## src/rtl/fifo_wr_arbiter.sv

```systemverilog
// Round-robin write-port arbiter for the async FIFO write domain.
// Bounded bursts per grant, full-safe writes, optional half-full throttle.
module fifo_wr_arbiter #(
    parameter int NUM_REQ          = 4,
    parameter int DATA_WIDTH       = 8,
    parameter int BURST_LEN        = 4,
    parameter int THROTTLE_ON_HALF = 1,
    parameter int ID_WIDTH         = $clog2(NUM_REQ)
) (
    input  logic                          clk_wr,
    input  logic                          rst,
    input  logic [NUM_REQ-1:0]            req,
    input  logic [NUM_REQ*DATA_WIDTH-1:0] req_data,
    output logic [NUM_REQ-1:0]            ack,
    input  logic                          full,
    input  logic                          half,
    output logic                          wr_en,
    output logic [DATA_WIDTH-1:0]         data_in,
    output logic [ID_WIDTH-1:0]           grant_id,
    output logic                          busy
);

    localparam int CW = $clog2(BURST_LEN + 1);

    typedef enum logic {
        IDLE,
        OWN
    } state_t;

    state_t              state, state_n;
    logic [ID_WIDTH-1:0] owner, owner_n;
    logic [ID_WIDTH-1:0] last_owner, last_n;
    logic [CW-1:0]       burst_cnt, cnt_n;

    logic                  req_own;
    logic [DATA_WIDTH-1:0] data_sel;
    logic [CW-1:0]         lim;
    logic                  last_word;
    logic                  rel;

    function automatic logic [ID_WIDTH-1:0] next_id(
        input logic [ID_WIDTH-1:0] x
    );
        return (x == ID_WIDTH'(NUM_REQ - 1)) ? '0 : x + 1'b1;
    endfunction

    // First requester after 'last', wrapping; 'last' itself is checked last.
    function automatic logic [ID_WIDTH-1:0] rr_pick(
        input logic [ID_WIDTH-1:0] last,
        input logic [NUM_REQ-1:0]  r
    );
        logic [ID_WIDTH-1:0] c;
        logic [ID_WIDTH-1:0] p;
        logic                found;
        c     = next_id(last);
        p     = c;
        found = 1'b0;
        for (int k = 0; k < NUM_REQ; k++) begin
            if (!found && r[c]) begin
                p     = c;
                found = 1'b1;
            end
            c = next_id(c);
        end
        return p;
    endfunction

    always_comb begin
        req_own  = 1'b0;
        data_sel = '0;
        for (int i = 0; i < NUM_REQ; i++) begin
            if (owner == ID_WIDTH'(i)) begin
                req_own  = req[i];
                data_sel = req_data[i*DATA_WIDTH +: DATA_WIDTH];
            end
        end
    end

    assign busy     = (state == OWN);
    assign wr_en    = busy & req_own & ~full;
    assign ack      = wr_en ? (NUM_REQ'(1) << owner) : '0;
    assign data_in  = busy ? data_sel : '0;
    assign grant_id = busy ? owner : '0;

    assign lim = ((THROTTLE_ON_HALF != 0) && half) ? CW'(1) : CW'(BURST_LEN);
    // '>=' also covers a throttle that engaged mid-burst
    assign last_word = (burst_cnt >= lim - CW'(1));

    always_comb begin
        state_n = state;
        owner_n = owner;
        last_n  = last_owner;
        cnt_n   = burst_cnt;
        rel     = 1'b0;
        unique case (state)
            IDLE: begin
                if (|req) begin
                    state_n = OWN;
                    owner_n = rr_pick(last_owner, req);
                    cnt_n   = '0;
                end
            end
            OWN: begin
                if (!req_own) begin
                    rel = 1'b1;
                end else if (wr_en) begin
                    if (last_word) rel = 1'b1;
                    else cnt_n = burst_cnt + 1'b1;
                end
            end
            default: state_n = IDLE;
        endcase
        // A dropped owner request is already absent from req.
        if (rel) begin
            last_n = owner;
            cnt_n  = '0;
            if (|req) begin
                state_n = OWN;
                owner_n = rr_pick(owner, req);
            end else begin
                state_n = IDLE;
            end
        end
    end

    always_ff @(posedge clk_wr or posedge rst) begin
        if (rst) begin
            state      <= IDLE;
            owner      <= '0;
            last_owner <= ID_WIDTH'(NUM_REQ - 1);
            burst_cnt  <= '0;
        end else begin
            state      <= state_n;
            owner      <= owner_n;
            last_owner <= last_n;
            burst_cnt  <= cnt_n;
        end
    end

endmodule

```

## config.mk

```make
export PLATFORM = sky130hd
export DESIGN_NAME = fifo_wr_arbiter
export DESIGN_NICKNAME = d
export VERILOG_FILES = /design/src/rtl/fifo_wr_arbiter.sv
export SDC_FILE = /design/constraint.sdc
export NUM_CORES = 1
export LEC_CHECK = 0
export CAP_MARGIN = 30
export CORE_MARGIN = 5
export CORE_UTILIZATION = 41
export CTS_BUF_LIST = sky130_fd_sc_hd__clkbuf_4 sky130_fd_sc_hd__clkbuf_8
export CTS_CLUSTER_SIZE = 10
export DETAILED_ROUTE_END_ITERATION = 7
export GPL_ROUTABILITY_DRIVEN = 0
export PLACE_DENSITY = 0.82
export REMOVE_ABC_BUFFERS = 1
export SYNTH_ARGS = -nofsm -noshare
export SYNTH_HDL_FRONTEND = slang
export SYNTH_SLANG_ARGS = --single-unit
export TNS_END_PERCENT = 100
```

## constraint.sdc

```tcl
create_clock -name clk_wr -period 2.9 [get_ports clk_wr]
set_clock_uncertainty 0.2 [all_clocks]
set_input_delay 0.87 -clock clk_wr [delete_from_list [all_inputs] [get_ports clk_wr]]
set_output_delay 0.87 -clock clk_wr [all_outputs]
set_load 0.02 [all_outputs]
```

Word-level counts from Yosys, hierarchy flattened

Index checks and enable logic that the tools add are counted.

Flip-flop bits (word level): 8
Latch bits: 0
RAM bits: 0
Bits in read-only memories: 0
Bits of input ports: 40
Word-level logic and storage cells: 134
Memories: 0

$add $sub $neg: 10
Multipliers: 0
Divide/modulo/power cells: 0
$lt $le $gt $ge: 9
Equal/unequal tests: 14
Shift operators: 1
Mux-type cells: 77
Bitwise logic cells: 4
Reductions and logical operators: 15

Operator list:

| operator              | count |
|---|---|
| $mux W8               | 5 |
| $mux W2               | 19 |
| $mux W1               | 37 |
| $lt A2 B3 Y1 const B  | 8 |
| $eq A2 B2 Y1 const B  | 9 |
| $mux W3               | 6 |
| $add A2 B1 Y2 const B | 8 |
| $bmux W1 S2           | 8 |
| $logic_and A1 B1 Y1   | 6 |
| $logic_not A1 Y1      | 6 |
| $ne A3 B2 Y1 const B  | 2 |
| $pmux W3 S2           | 1 |
| $mux W4               | 1 |
| $reduce_and A4 Y1     | 1 |
| $reduce_or A4 Y1      | 1 |
| $shl A1 B2 Y4 const A | 1 |
| $add A3 B1 Y3 const B | 1 |
| $ge A3 B3 Y1          | 1 |
| $ne A3 B1 Y1 const B  | 1 |
| $ne A3 B3 Y1 const B  | 1 |
| $sub A3 B1 Y3 const B | 1 |
| $and A1 B1 Y1         | 2 |
| $eq A2 B1 Y1 const B  | 1 |
| $logic_not A2 Y1      | 1 |
| $not A1 Y1            | 2 |

Logic depth before layout (Yosys ltp)

Gate-level depths: netlist of the first run.

Depth after elaboration: 26
Gate-level depth with buffers: 9

Least setup slack after synthesis of the first run

Ideal clock, no wire load.

Path type: input port to output port
From: input req[3]
To: output ack[0]
Data arrival time: 1,920 ps
Setup slack: -90 ps
Stages: 5
Buffers on the path: 1
Path through: buf_4 -> nor2b_1 -> a211o_1 -> nor3_4 -> and2_1

Cells in the longest elaborated chain, start to end: 4

RTL lines:

| what                        | line | source |
|---|---|---|
| start, declared             | 12   | `input logic [NUM_REQ-1:0] req,` |
| $mux W1                     | 72   | `if (owner == ID_WIDTH'(i)) begin` |
| $and A1 B1 Y1 (2 in series) | 80   | `assign wr_en = busy & req_own & ~full;` |
| via wr_en                   | 17   | `output logic wr_en,` |
| $mux W4                     | 81   | `assign ack = wr_en ? (NUM_REQ'(1) << owner) : '0;` |
| end, declared               | 14   | `output logic [NUM_REQ-1:0] ack,` |

The timed path passes the listed nets, and every way through them passes these cells.

Worst setup path in the final report of the first run

From: input req[1]
To: output ack[0]

Cells in the longest elaborated chain, start to end: 6

RTL lines:

| what                        | line |
|---|---|
| $mux W1 (3 in series)       | 72 |
| $and A1 B1 Y1 (2 in series) | 80 |
| $mux W4                     | 81 |

No other way between the ends.

==> impl_results.md, run 1 <==
- Failing checks: negative setup slack
- CTS Buf Count: 3
- Power Density: 1035 mW/mm^2
- Vias post-DR: 1501
- Area of the multi-input gates: 957.2 sq um
- Met2 routed wirelength: 2251 microns
- Critical Path AT: 1910 ps
- Slowest stage delay, CP: 270 ps
- # rows: 19
- Most frequent cells in the layout: buf_4 (32), clkdlybuf4s50_1 (21), dlygate4sd2_1 (18)
- EDFF count, synth: 0
- Hold WS: 310.2 ps
- CP delay by family, top: compound AO/OA/AOI/OAI gates
- Dpl cells: 257
- Yosys cell types: 45
- DR vias/cell: 5.539
- Number of global-route vias before repair: 1510
- Layout Cells excl Fill: 271
- H-tree lvl count: 1
- Setup violators final: 7
- Power Total: 2.127 mW
- Dpl cell area: 0.001824 sq mm
- Leak Pwr: 0.9187 nW
- Clk_lat worst skew: 240 ps
- Total gr overflow: 0
- Top FF cell, synth: dfrtp_1
- Status: finished, violations left
- Synth top area cells: dfrtp_1 (13%), ha_1 (9.0%), a21oi_1 (8.5%)
- Initial Utilization: 0.4150
- Clock Sinks: 8
- Finished Cell Area: 0.002056 sq mm
- Dominant cell type by area after synthesis: dfrtp_1
- Metal-1 WL: 1787 microns
- Mapped Cells: 159
- Startpoint Class: primary input
- Detailed placement HPWL: 3061 microns
- Die width: 62.15 microns
- RSZ-0062 raised after global routing: yes
- Tmin final: 2976 ps
- Commonest non-fill, non-tap cell in the layout: buf_4
- Mapped Area: 0.001115 sq mm
- Ant. Diodes: 0
- Pre-Repair DR Iteration Count: 4
- Required time worst endpoint: 1830 ps
- Number of buffers and inverters on the critical path: 2
- Max_cap viols: 0
- Avg WL per Cell: 16.08 microns
- Yosys reg bits: 8
- Met3 Wirelength: 216 microns
- CTS Hold Buffers Added: 0
- DRT iter0 DRCs: 68
- Maximum fanout along the worst path: 5
- Largest net degree at the start of global routing: 13
- Synth-to-Final Area Change: 84.40%
- CP max-delay cell: dlygate4sd2_1
- Root buffer cell: clkbuf_4
- Measured slew at the worst slew-check pin: 317.1 ps
- Antenna violations before repair: 0
- Worst-path clk slew: 50 ps
- Reg area: 205.2 sq um
- CTS tree: yes
- ANT nets after route: 0
- Slew Limit Fails: 0
- Number of I/O pins: 56
- Hold Path Class: register to register
- Detailed Route WL: 4358 microns
- Setup TNS: -324.2 ps
- Clock Tree Buf Depth: 2
- IO buf count: 55
- DR top layer: met4
- CP cell instances: dlygate4sd2_1, a211oi_4, o21a_4, nor3_4, and2_4, buf_6
- Core Box Area: 0.002686 sq mm
- Syn avg cell area: 7.011 sq um
- Asr flop ratio synth: 1.000
- Fillers: 183
- Synth warn: 0
- First-pass GRT wire length: 6900 microns
- Die footprint: 0.003862 sq mm
- Crit. End Element: output port
- Setup WS post-layout: -76.41 ps
- Final Core Density: 0.7653
- Tcrit/Tclk final: 1.026
- Rel. slew slack: 0.7876
- Die height: 62.15 microns
- Final Hold Viols: 0
- Critical path type: primary input to output port
- Area fraction of the dominant cell type after synthesis: 0.1347
- Placement Setup Slack: -916.5 ps
- Nets@finish: 290
- GRT Util Overall: 0.2100
- Max IR drop VDD: 0.0008060 V
- Peak Freq: 336.0 MHz
- Drt drc: 0
- Layout cell share with drive strength beyond 1: 0.3792
- Register area share after synthesis: 0.1818
[timing repair]
item                                    in CTS  in global routing
endpoints found under the setup margin      13                 12
pin swaps                                   39                 17
buffers inserted                             8                  3
gates resized for setup                    130                 20
[cell usage after synthesis (2+ instances only)]
master	count
a21oi_1	19
nand2_1	17
nor2_1	15
o21ai_0	12
and2_1	10
inv_1	10
ha_1	8
buf_2	6
dfrtp_1	6
nand3b_1	6
nor3_1	4
a2bb2oi_1	3
clkbuf_1	3
mux2_2	3
nor2b_1	3
a221oi_1	2
dfstp_2	2
nand2b_1	2
nand3_1	2
[final cells by class]
cell class,instances,share of cell area
multi-input combinational,129,0.4656
timing repair buffer,89,0.3822
sequential,8,0.09982
inverter,11,0.02252
tap,31,0.01887
clock buffer,3,0.01096
[cells by family after synthesis]
kind of cell,synth area share
simple gates,0.3176
compound gates,0.2963
buf+inv,0.08418
fa+ha+maj,0.08979
flops,0.1818
mux,0.03030
[state kept, by name (all words and copies together) (netlist names)]
| name | count |
|---|---|
| burst_cnt | 3 |
| busy | 1 |
| last_owner | 2 |
| owner | 2 |
[power breakdown]
part	total, mW	internal [mW]	switching, mW
sequential	0.221	0.165	0.0558
clock	0.0791	0.0470	0.0322
combinational	1.83	0.938	0.889
[final timing paths]
path                               from             to  slack (ps)  cells after the start
min                        burst_cnt[2]   burst_cnt[2]         310                      1
min reg2reg                burst_cnt[2]   burst_cnt[2]         310                      1
max reg2reg                    owner[1]  last_owner[1]         660                      7
max in group asynchronous           rst  last_owner[0]        1570                      2
max                              req[1]         ack[0]         -80                      6
min in group asynchronous           rst           busy         660                      2
[worst register-to-register path: stages (launching register included)]
cell and delay, ps:
dfrtp_2 440, inv_4 70, ha_4 180, buf_4 150, a211oi_4 260, o21ai_1 150, a31oi_1 320, mux2_2 380
[metal layers]
metal  vias up  GRT usage
met1       711     0.2456
met4         0    0.05149
met2        54     0.3990
li1        726          -
met5         -          0
met3        10    0.02162
Power figures use the tool's default switching activity.
==> run 2: changes to the inputs <==
CORE_UTILIZATION = 65   (was 41)
DONT_BUFFER_PORTS = 1   (was unset)
PLACE_DENSITY = 0.81   (was 0.82)
SLEW_MARGIN = 5   (was unset)
==> run 2 against run 1 <==
Against the previous run: the flow now finishes without violations; fmax up 3.5%; sequential cell count is the same; sequential share of layout area increased by 4.7 points; setup slack improved by 99 ps; core utilization increased by 7.1 points; critical path depth rose by 2; combinational power fell by 21%.
==> impl_results.md, run 2 (synthesis results as in run 1) <==
- Status: complete, no violations
- Detailed placement HPWL: 2248 microns (-27%)
- Hold Path Class: primary input to async pin
- Commonest non-fill, non-tap cell in the layout: buf_4
- Die footprint: 0.002644 sq mm (-32%)
- Power Density: 1253 mW/mm^2 (+21%)
- Clock Tree Buf Depth: 2 (unchanged)
- Setup WS post-layout: 22.86 ps (+99.27 ps)
- Largest net degree at the start of global routing: 17 (+4)
- Max IR drop VDD: 0.0007421 V (-7.9%)
- Avg WL per Cell: 18.20 microns (+13%)
- Slew Limit Fails: 0 (unchanged)
- CTS tree: yes
- Detailed Route WL: 3440 microns (-21%)
- Die width: 51.42 microns (-17%)
- CTS Hold Buffers Added: 0 (unchanged)
- Synth-to-Final Area Change: 25.36%
- Layout cell share with drive strength beyond 1: 0.3547 (-0.02452)
- Clock Sinks: 8 (unchanged)
- Max_cap viols: 0 (unchanged)
- Final Hold Viols: 0 (unchanged)
- Dpl cell area: 0.001159 sq mm (-36%)
- Core Box Area: 0.001670 sq mm (-38%)
- Biggest register: burst_cnt
- IO buf count: 0 (-100%)
- DR vias/cell: 6.746 (+22%)
- Crit. End Element: output port
- Root buffer cell: clkbuf_4
- Vias post-DR: 1275 (-15%)
- Number of global-route vias before repair: 1149 (-24%)
- GRT Util Overall: 0.2258 (+0.01579)
- Nets@finish: 221 (-24%)
- Hold WS: 233.7 ps (-76.56 ps)
- Measured slew at the worst slew-check pin: 424.6 ps (+107.5 ps)
- RSZ-0062 raised after global routing: yes
- Drt drc: 0 (unchanged)
- ANT nets after route: 0 (unchanged)
- Startpoint Class: register
- Setup violators final: 0 (-7)
- Maximum fanout along the worst path: 7 (+2)
- Critical path type: register to output port
- Number of I/O pins: 56 (unchanged)
- CTS Buf Count: 3 (unchanged)
- Leak Pwr: 0.5957 nW (-35%)
- DRT iter0 DRCs: 43 (-37%)
- Finished Cell Area: 0.001398 sq mm (-32%)
- Clk_lat worst skew: 250 ps (about the same)
- Rel. slew slack: 0.7159 (-0.07171)
- Critical Path AT: 1810 ps (-100 ps)
- Pre-Repair DR Iteration Count: 5 (+1)
- Total gr overflow: 0 (unchanged)
- Peak Freq: 347.6 MHz (+3.5%)
- Ant. Diodes: 0 (unchanged)
- Tmin final: 2877 ps (-99.27 ps)
- # rows: 15 (-4)
- Initial Utilization: 0.6674 (+0.2524)
- Tcrit/Tclk final: 0.9921 (-0.03423)
- H-tree lvl count: 1 (unchanged)
- Antenna violations before repair: 0 (unchanged)
- Largest registers: burst_cnt (3), last_owner (2), owner (2)
- First-pass GRT wire length: 4678 microns (-32%)
- Most frequent cells in the layout: buf_4 (18), a21oi_1 (16), nand2_1 (16)
- Required time worst endpoint: 1830 ps (about the same)
- Worst-path clk slew: 50 ps (about the same)
- Largest register FFs: 3 (unchanged)
- Die height: 51.42 microns (-17%)
- Placement Setup Slack: 107.5 ps (+1024 ps)
==> run 2: power breakdown <==
| part | internal [mW] | total [mW] | switching (mW) |
|---|---|---|---|
| combinational | 0.662 | 1.44 | 0.776 |
| clock | 0.0617 | 0.0952 | 0.0335 |
| sequential | 0.165 | 0.218 | 0.0529 |
==> run 2: critical path: stages, from the launching register on <==
cell and delay, ps:
dfrtp_2 450, inv_4 110, ha_4 210, buf_4 160, nand2_1 70, a21oi_2 130
a21oi_1 60, o21ai_1 160, and2_4 200
==> run 2: through the flow <==
| stage | setup TNS (ps) | total power, mW | std cells | utilization |
|---|---|---|---|---|
| floorplan | -259.2 | 1.025 | 148 | - |
| global placement | 0 | 1.232 | 175 | 0.6936 |
| detailed placement | 0 | 1.274 | 175 | 0.6936 |
| CTS | -4.307 | 1.531 | 184 | 0.7715 |
| global route | -644.0 | 1.880 | 189 | 0.8367 |
| finish | 0 | 1.751 | 189 | 0.8367 |
==> run 2: metal layers <==
metal	share of wire	up-vias	track usage
met4	0.012	0	0.08734
met5	0	-	0
li1	-	587	-
met1	0.36	597	0.2280
met3	0.080	10	0.03207
met2	0.55	81	0.4513
==> run 2: cell type report <==
type	instances	area, sq um
sequential	8	205.2
clock buffer	4	30.03
fill	99	272.8
timing repair buffer	20	157.7
tap	17	21.27
multi-input combinational	129	937.1
inverter	11	46.29
==> run 2: path summary, 6_finish.rpt <==
path                       depth (start not counted)            end  slack, ps          from
min                                                1   burst_cnt[0]        230           rst
max reg2reg                                        7       owner[0]        710      owner[1]
max in group asynchronous                          1  last_owner[0]       1990           rst
min reg2reg                                        1   burst_cnt[2]        320  burst_cnt[2]
min in group clk_wr                                1   burst_cnt[2]        320  burst_cnt[2]
max                                                8     data_in[1]         20      owner[1]
==> run 2: timing repair <==
action	4_1_cts	5_1_grt
gates resized for setup	27	25
gates cloned	0	1
buffers inserted	5	4
setup endpoints to repair	12	13
pin swaps	4	10
